===== config.mk =====
export PLATFORM = sky130hd
export DESIGN_NAME = ext_imm_unit_flat
export DESIGN_NICKNAME = d
export VERILOG_FILES = /design/src/rtl/ext_imm_pkg.sv /design/src/rtl/ext_imm_if.sv /design/src/rtl/ext_imm_shifter.sv /design/src/rtl/ext_imm_unit.sv /design/src/flat_wrapper.sv
export SDC_FILE = /design/constraint.sdc
export NUM_CORES = 1
export LEC_CHECK = 0
export ABC_CLOCK_PERIOD_IN_PS = 3700
export CAP_MARGIN = 20
export CELL_PAD_IN_SITES_DETAIL_PLACEMENT = 0
export CELL_PAD_IN_SITES_GLOBAL_PLACEMENT = 2
export CORE_MARGIN = 2
export CORE_UTILIZATION = 30
export CTS_BUF_LIST = sky130_fd_sc_hd__clkbuf_8
export CTS_CLUSTER_DIAMETER = 100
export DETAILED_ROUTE_END_ITERATION = 8
export GPL_TIMING_DRIVEN = 0
export PLACE_DENSITY = 0.77
export SKIP_LAST_GASP = 1
export SLEW_MARGIN = 20
export SYNTH_ARGS = -nofsm -noshare
export SYNTH_HDL_FRONTEND = slang
export SYNTH_HIERARCHICAL = 1
export SYNTH_SLANG_ARGS = --single-unit

===== constraint.sdc =====
create_clock -name clk -period 3.7 [get_ports clk]
set_clock_uncertainty 0.15 [all_clocks]
set_input_delay 0.37 -clock clk [delete_from_list [all_inputs] [get_ports clk]]
set_output_delay 0.37 -clock clk [all_outputs]
set_load 0.02 [all_outputs]

===== src/rtl/ext_imm_pkg.sv =====
// ext_imm_pkg: shared encodings for the operand-2 / immediate unit.
// Mode and shift-type codes plus the shifter result bundle.
package ext_imm_pkg;

    localparam int MAX_W = 64;

    typedef enum logic [2:0] {
        MODE_ROT8   = 3'b000,
        MODE_IMM12  = 3'b001,
        MODE_BR     = 3'b010,
        MODE_SHIFT  = 3'b011,
        MODE_SIMM12 = 3'b100
    } mode_e;

    typedef enum logic [1:0] {
        SH_LSL = 2'b00,
        SH_LSR = 2'b01,
        SH_ASR = 2'b10,
        SH_ROR = 2'b11
    } shtype_e;

    typedef struct packed {
        logic [MAX_W-1:0] val;
        logic             carry;
        logic             illegal;
    } ext_res_t;

endpackage


===== src/rtl/ext_imm_if.sv =====
// ext_imm_if: request/result handshake bundle for ext_imm_unit.
// master drives requests and out_ready; slave is the unit.
interface ext_imm_if #(
    parameter int DATA_W = 32
);
    logic              in_valid;
    logic              in_ready;
    logic [23:0]       instr;
    logic [2:0]        mode;
    logic [DATA_W-1:0] rm_data;
    logic              carry_in;
    logic              out_valid;
    logic              out_ready;
    logic [DATA_W-1:0] ext_imm;
    logic              carry_out;
    logic              illegal;

    modport master (
        output in_valid, instr, mode, rm_data, carry_in, out_ready,
        input  in_ready, out_valid, ext_imm, carry_out, illegal
    );

    modport slave (
        input  in_valid, instr, mode, rm_data, carry_in, out_ready,
        output in_ready, out_valid, ext_imm, carry_out, illegal
    );
endinterface


===== src/rtl/ext_imm_shifter.sv =====
// ext_imm_shifter: combinational immediate / shifted-operand datapath.
// Produces the value and ARM shifter carry for every mode.
module ext_imm_shifter
    import ext_imm_pkg::*;
#(
    parameter int DATA_W   = 32,
    parameter int BR_SHIFT = 2
) (
    input  logic [2:0]        mode,
    input  logic [23:0]       instr,
    input  logic [DATA_W-1:0] rm,
    input  logic              carry_in,
    output ext_res_t          res
);
    logic [31:0]              imm8;
    logic [31:0]              rot8;
    logic [4:0]               rot;
    logic [5:0]               rot_inv;
    logic [4:0]               sh;
    logic [5:0]               amt;
    logic [6:0]               ror_inv;
    logic [DATA_W:0]          lsl_t;
    logic [DATA_W:0]          lsr_t;
    logic signed [DATA_W:0]   asr_t;
    logic [DATA_W-1:0]        ror_t;
    logic [DATA_W-1:0]        brx;
    logic [DATA_W-1:0]        immx;
    logic [DATA_W-1:0]        r;
    logic                     c;
    logic                     ill;

    assign imm8    = {24'd0, instr[7:0]};
    assign rot     = {instr[11:8], 1'b0};
    assign rot_inv = 6'd32 - {1'b0, rot};
    assign rot8    = (imm8 >> rot) | (imm8 << rot_inv);

    // shift-by-0 for LSR/ASR encodes a shift of 32
    assign sh      = instr[11:7];
    assign amt     = (sh == 5'd0) ? 6'd32 : {1'b0, sh};
    assign ror_inv = 7'(DATA_W) - {2'b00, sh};

    // extra bit at the far end of each shift catches the carry
    assign lsl_t   = {1'b0, rm} << sh;
    assign lsr_t   = {rm, 1'b0} >> amt;
    assign asr_t   = $signed({rm, 1'b0}) >>> amt;
    assign ror_t   = (rm >> sh) | (rm << ror_inv);

    assign brx     = {{(DATA_W-24){instr[23]}}, instr} << BR_SHIFT;
    assign immx    = {{(DATA_W-12){1'b0}}, instr[11:0]};

    // mode decode: select value and carry
    always_comb begin
        r   = '0;
        c   = carry_in;
        ill = 1'b0;
        case (mode)
            MODE_ROT8: begin
                r[31:0] = rot8;
                c       = (rot == 5'd0) ? carry_in : rot8[31];
            end
            MODE_IMM12:  r = immx;
            MODE_BR:     r = brx;
            MODE_SIMM12: r = instr[23] ? immx : -immx;
            MODE_SHIFT: begin
                case (instr[6:5])
                    SH_LSL: begin
                        if (sh != 5'd0) begin
                            r = lsl_t[DATA_W-1:0];
                            c = lsl_t[DATA_W];
                        end else begin
                            r = rm;
                        end
                    end
                    SH_LSR: begin
                        r = lsr_t[DATA_W:1];
                        c = lsr_t[0];
                    end
                    SH_ASR: begin
                        r = asr_t[DATA_W:1];
                        c = asr_t[0];
                    end
                    default: begin
                        if (sh == 5'd0) begin
                            r = {carry_in, rm[DATA_W-1:1]};
                            c = rm[0];
                        end else begin
                            r = ror_t;
                            c = ror_t[DATA_W-1];
                        end
                    end
                endcase
            end
            default: ill = 1'b1;
        endcase
    end

    // pack into the shared result bundle
    always_comb begin
        res                   = '0;
        res.val[DATA_W-1:0]   = r;
        res.carry             = c;
        res.illegal           = ill;
    end

endmodule


===== src/rtl/ext_imm_unit.sv =====
// ext_imm_unit: two-stage operand-2 / immediate pipeline.
// Stage 1 holds the request, stage 2 holds the computed result.
module ext_imm_unit
    import ext_imm_pkg::*;
#(
    parameter int DATA_W   = 32,
    parameter int BR_SHIFT = 2
) (
    input logic      clk,
    input logic      rst_n,
    input logic      flush,
    ext_imm_if.slave bus
);
    logic              s1_valid;
    logic [23:0]       s1_instr;
    logic [2:0]        s1_mode;
    logic [DATA_W-1:0] s1_rm;
    logic              s1_cin;
    logic              out_valid_q;
    logic [DATA_W-1:0] ext_imm_q;
    logic              carry_q;
    logic              illegal_q;
    logic              s2_adv;
    logic              s1_take;
    ext_res_t          res;
    logic              unused_hi;

    assign s2_adv       = !out_valid_q || bus.out_ready;
    assign bus.in_ready = !flush && (!s1_valid || s2_adv);
    assign s1_take      = bus.in_valid && bus.in_ready;

    assign bus.out_valid = out_valid_q;
    assign bus.ext_imm   = ext_imm_q;
    assign bus.carry_out = carry_q;
    assign bus.illegal   = illegal_q;

    ext_imm_shifter #(
        .DATA_W   (DATA_W),
        .BR_SHIFT (BR_SHIFT)
    ) u_shifter (
        .mode     (s1_mode),
        .instr    (s1_instr),
        .rm       (s1_rm),
        .carry_in (s1_cin),
        .res      (res)
    );

    assign unused_hi = ^res.val;

    // stage 1: capture request, empty when its entry moves on
    always_ff @(posedge clk or negedge rst_n) begin
        if (!rst_n) begin
            s1_valid <= 1'b0;
            s1_instr <= '0;
            s1_mode  <= '0;
            s1_rm    <= '0;
            s1_cin   <= 1'b0;
        end else begin
            if (flush)        s1_valid <= 1'b0;
            else if (s1_take) s1_valid <= 1'b1;
            else if (s2_adv)  s1_valid <= 1'b0;
            if (s1_take) begin
                s1_instr <= bus.instr;
                s1_mode  <= bus.mode;
                s1_rm    <= bus.rm_data;
                s1_cin   <= bus.carry_in;
            end
        end
    end

    // stage 2: register result, hold while consumer stalls
    always_ff @(posedge clk or negedge rst_n) begin
        if (!rst_n) begin
            out_valid_q <= 1'b0;
            ext_imm_q   <= '0;
            carry_q     <= 1'b0;
            illegal_q   <= 1'b0;
        end else if (flush) begin
            out_valid_q <= 1'b0;
        end else if (s2_adv) begin
            out_valid_q <= s1_valid;
            if (s1_valid) begin
                ext_imm_q <= res.val[DATA_W-1:0];
                carry_q   <= res.carry;
                illegal_q <= res.illegal;
            end
        end
    end

endmodule


===== src/flat_wrapper.sv =====
// flat-port wrapper written by rule: the top's interface ports become plain ports
module ext_imm_unit_flat import ext_imm_pkg::*;
#(
    parameter int DATA_W   = 32,
    parameter int BR_SHIFT = 2
)
  (clk, rst_n, flush, bus_in_valid, bus_instr, bus_mode, bus_rm_data, bus_carry_in, bus_out_ready, bus_in_ready, bus_out_valid, bus_ext_imm, bus_carry_out, bus_illegal);
  ext_imm_if #(.DATA_W(DATA_W)) bus_i ();
  input logic clk;
  input logic rst_n;
  input logic flush;
  input wire logic [$bits(bus_i.in_valid)-1:0] bus_in_valid;
  input wire logic [$bits(bus_i.instr)-1:0] bus_instr;
  input wire logic [$bits(bus_i.mode)-1:0] bus_mode;
  input wire logic [$bits(bus_i.rm_data)-1:0] bus_rm_data;
  input wire logic [$bits(bus_i.carry_in)-1:0] bus_carry_in;
  input wire logic [$bits(bus_i.out_ready)-1:0] bus_out_ready;
  output wire logic [$bits(bus_i.in_ready)-1:0] bus_in_ready;
  output wire logic [$bits(bus_i.out_valid)-1:0] bus_out_valid;
  output wire logic [$bits(bus_i.ext_imm)-1:0] bus_ext_imm;
  output wire logic [$bits(bus_i.carry_out)-1:0] bus_carry_out;
  output wire logic [$bits(bus_i.illegal)-1:0] bus_illegal;
  assign bus_i.in_valid = bus_in_valid;
  assign bus_i.instr = bus_instr;
  assign bus_i.mode = bus_mode;
  assign bus_i.rm_data = bus_rm_data;
  assign bus_i.carry_in = bus_carry_in;
  assign bus_i.out_ready = bus_out_ready;
  assign bus_in_ready = bus_i.in_ready;
  assign bus_out_valid = bus_i.out_valid;
  assign bus_ext_imm = bus_i.ext_imm;
  assign bus_carry_out = bus_i.carry_out;
  assign bus_illegal = bus_i.illegal;
  ext_imm_unit #(.DATA_W(DATA_W), .BR_SHIFT(BR_SHIFT)) u_core (.clk(clk), .rst_n(rst_n), .flush(flush), .bus(bus_i));
endmodule

### Yosys cells after proc, flatten, opt, wreduce, memory -nomap -nowiden

Index checks and enable logic that the tools add are counted.

* register bits after elaboration: 96
* input port bits: 65
* output and inout bits: 36
* logic and storage cells: 61

* add/subtract/negate cells: 3
* equality and inequality tests: 6
* shifts and indexed selects: 7
* mux-type cells: 17
* bitwise operators: 3
* reduce and logical (&&, ||, !) cells: 16

Operator list (count)
* $pmux 32 s5: 1
* $mux 32: 3
* $pmux 32 s3: 1
* $or 32x32->32: 2
* $shl 32x5->33: 1
* $shr 33x6->33: 1
* $sshr 33x6->33: 1
* $neg 12->32: 1
* $shl 32x7->32: 1
* $shl 8x6->32: 1
* $shr 32x5->32: 1
* $shr 8x5->32: 1
* $logic_not 5->1: 2
* $mux 1: 9
* $sub 6x5->7 const A: 1
* $eq 3x2->1 const B: 2
* $mux 6: 1
* $sub 6x5->6 const A: 1
* $reduce_bool 5->1: 1
* $reduce_or 5->1: 1
* $eq 3x1->1 const B: 1
* $eq 3x3->1 const B: 1
* $logic_not 1->1: 3
* $logic_not 3->1: 1
* 11 further kinds: 13

### Longest topological paths before layout

* depth in word-level cells: 7
* mapped depth: 20
* gate-level depth less buffers: 12

### Hierarchy

Netlist, hierarchy kept.

By module, submodules not included
* ext_imm_shifter: times used 1, cells each 1537, area an instance 11287.1 µm², sequential area each 0.0 µm²
* ext_imm_unit: times used 1, cells each 208, area an instance 3616.0 µm², sequential area each 2402.3 µm²

### Least setup slack after synthesis

No wires, ideal clock.

* path type: flip-flop to flip-flop
* start: register u_core.s1_instr[7]
* end: register u_core.ext_imm_q[11], in the netlist u_core/bus.ext_imm[11]
* library setup time: 0.125 ns
* data arrival time: 3.772 ns
* required time: 3.425 ns
* slack: -0.346 ns
* stages on the path, launching flop included: 19
* buffers on the path: 6
* cells stage by stage: dfrtp_1 -> buf_6 -> buf_6 -> inv_2 -> buf_4 -> buf_2 -> ha_1 -> and2_1 -> ha_1 -> buf_2 -> nor2b_1 -> buf_6 -> mux4_2 -> mux2i_2 -> nor2_1 -> o32a_1 -> a221oi_2 -> o31ai_1 -> mux2_2

RTL lines
* from (decl): RTL line ext_imm_unit.sv:15 `logic [23:0] s1_instr;`
* from (signal assigned): RTL line ext_imm_unit.sv:63 `s1_instr <= bus.instr;`
* to (signal assigned): RTL line ext_imm_unit.sv:83 `ext_imm_q <= res.val[DATA_W-1:0];`
* to (decl): RTL line ext_imm_unit.sv:20 `logic [DATA_W-1:0] ext_imm_q;`

==> summary.txt <==
Power and ir drop
  • Clock Power Share: 0.067
  • Switching pwr: 6.84 mW
  • Seq pwr share: 0.130
  • Worst VDD drop: 0.242 mV
  • Power share of the combinational group: 0.804
  • Switching Fraction: 0.564
  • LEAKAGE: 7.54 nW
  • PwrDens: 601 nW/um2
  • Overall power: 12.1 mW
  • Int Power: 5.29 mW

Cells and area
  • Non-Filler Instances: 2578
  • Commonest non-fill, non-tap cell in the layout: nand2_1
  • Area taken by multi-input logic gates: 12800 um2
  • Filler cells: 4898
  • Area delta synth->final: 37.6%
  • Post-layout util: 0.416
  • Reg area: 2410 um2
  • Final net count: 2017
  • Design area: 20200 um2
  • Layout cells sized above 1: 0.385
  • Most frequent cells in the layout: 164 x nand2_1, 128 x buf_4, 112 x nor2_1, 107 x mux4_2, 102 x a21oi_1

CTS
  • Worst-path clk slew: 130 ps
  • CTS Buf Count: 9
  • CTS Sinks: 96
  • Clock Root Buffer: clkbuf_8
  • Buffer depth of the longest clock path: 2
  • H-tree Lvls: 3
  • Skew-Pair Late Insertion Delay: 490 ps
  • CTS tree: built

Worst setup path
  • CP Max Fanout: 12
  • Worst R2R Path Depth: 9
  • Reg-to-Reg End: u_core/bus.ext_imm[11]
  • CP endpoint kind: flip-flop
  • R2r setup slk: -440 ps
  • WP data arrival: 4350 ps
  • CP max stage delay: 740 ps
  • Reg2reg start: u_core/s1_rm[29]
  • CP Launch Type: flip-flop
  • Critical-path cell list: clkbuf_1 > clkbuf_1 > mux2i_1 > mux2i_1 > o21ai_0 > a211oi_1 > a2111oi_1 > o31ai_2 > mux2_4
  • CP delay by family, top: compound AO/OA/AOI/OAI gates
  • Crit path kind: flip-flop to flip-flop
  • Crit path buffers/inverters: 2
  • Slowest CP cell: o21ai_0
  • Worst endpoint required time: 3920 ps

Floorplan
  • Core area: 48500 um2
  • Initial Util: 0.302
  • Die area: 50600 um2
  • Die Span X: 225 um
  • I/O Pins: 101
  • Placement Rows: 81
  • Chip height: 225 um

STA
  • Count of final setup violators: 33
  • Highest Clock Rate: 0.242 GHz
  • Worst setup margin: -436 ps
  • RSZ-0062 raised after global routing: yes
  • Hold Vio Cnt, Final: 0
  • Total negative slack: -8640 ps
  • Minimum clock period: 4140 ps
  • Worst-Margin Slew: 1230 ps
  • Final hold slack: 154 ps
  • Period utilization: 1.12
  • Max Slew Vio Count: 0
  • Worst rel slew slack: 0.178

Placed design
  • # port buffers: 100
  • RePlAce Congestion: 1.06
  • Dpl hpwl: 80600 um
  • DP Area: 16600 um2
  • Placed cells: 2435
  • Place WS: -2970 ps

Yosys
  • Post-Synthesis Cells: 1712
  • Yosys warning count: 6
  • Syn_nets: 1783
  • Area of the mapped netlist: 14700 um2
  • Mean Syn Cell Area: 8.56 um2

Routing
  • Final WL: 109000 um
  • DR DRC count: 0
  • ANT nets after route: 0
  • WL/cell: 42.2 um
  • Vias after detailed routing: 18365
  • Routed vias/inst: 7.12
  • Pre-antenna DRT Iters: 6
  • Starting DRT DRC Count: 3224

Outcome
  • Status: complete, but fails checks
  • Failing checks: setup timing

Global route
  • Overflow after GRT: 0
  • First-pass GRT wire length: 148000 um
  • Pin count of the biggest net entering global routing: 71
  • Antenna violations before repair: 4
  • Vias in the first global route: 17339
  • Total track usage: 0.425

Min path
  • Hold WC Path Type: input pin to async pin

Job
  • Maxcap violations: 0
==> worst register-to-register path: stages (launching register included) <==
cell       delay [ps]
dfrtp_1           410
clkbuf_1          340
clkbuf_1          620
mux2i_1           340
mux2i_1           100
o21ai_0           740
a211oi_1          180
a2111oi_1         670
o31ai_2           190
mux2_4            280
==> state kept, by name, summed over array words and instances (netlist names) <==
register and cells:
u_core/bus.out_valid 1, u_core/s1_rm 32, u_core/bus.carry_out 1, u_core/s1_cin 1, u_core/bus.ext_imm 32, u_core/bus.illegal 1, u_core/s1_instr 24, u_core/s1_valid 1
u_core/s1_mode 3
==> power by group through the flow <==
stage | registers [mW] | logic (mW) | clock network (mW)
after global placement | 1.56 | 7.49 | 0
after detailed placement | 1.57 | 7.40 | 0
after floorplan | 1.62 | 4.15 | 0
after CTS | 1.56 | 8.85 | 0.843
after global routing | 1.61 | 9.82 | 0.874
final | 1.57 | 9.75 | 0.810
==> cell type report <==
class / count / share of cell area
Multi-Input combinational cell: 1380 / 0.636
Sequential cell: 96 / 0.119
Timing Repair Buffer: 233 / 0.111
Buffer: 201 / 0.0767
Tap cell: 622 / 0.0386
Inverter: 25 / 0.00757
Clock buffer: 9 / 0.00614
Clock inverter: 7 / 0.00403
Antenna cell: 5 / 0.000620
==> per-layer routing <==
metal	share of wire	vias to the layer above	GRT usage
met5	0.00011	-	0
met4	0.080	2	0.277
met3	0.13	443	0.127
met2	0.41	1640	0.616
met1	0.38	9184	0.548
li1	-	7096	-
==> what timing repair did <==
| action | CTS | global route |
|---|---|---|
| endpoints found under the hold margin | 50 | 0 |
| resized for setup | 416 | 132 |
| hold buffers | 1 | 0 |
| endpoints found under the setup margin | 33 | 33 |
| buffers inserted | 78 | 52 |
| gates cloned | 4 | 0 |
| pin swaps | 87 | 59 |
==> how the worst max path moves through the flow <==
stage                         from                      to  slack (ps)  cells past startpoint
6_report          u_core/s1_rm[29]  u_core/bus.ext_imm[11]        -440                      9
2_1_floorplan   u_core/s1_instr[8]  u_core/bus.ext_imm[11]         -10                     18
3_5_place_dp   u_core/s1_instr[11]  u_core/bus.ext_imm[23]       -2970                     15
3_3_place_gp   u_core/s1_instr[11]  u_core/bus.ext_imm[23]       -3070                     15
5_1_grt         u_core/s1_instr[8]   u_core/bus.ext_imm[3]        -440                     17
4_1_cts         u_core/s1_instr[8]  u_core/bus.ext_imm[11]        -550                     18
Note: power is estimated with default switching activity, not from simulation.
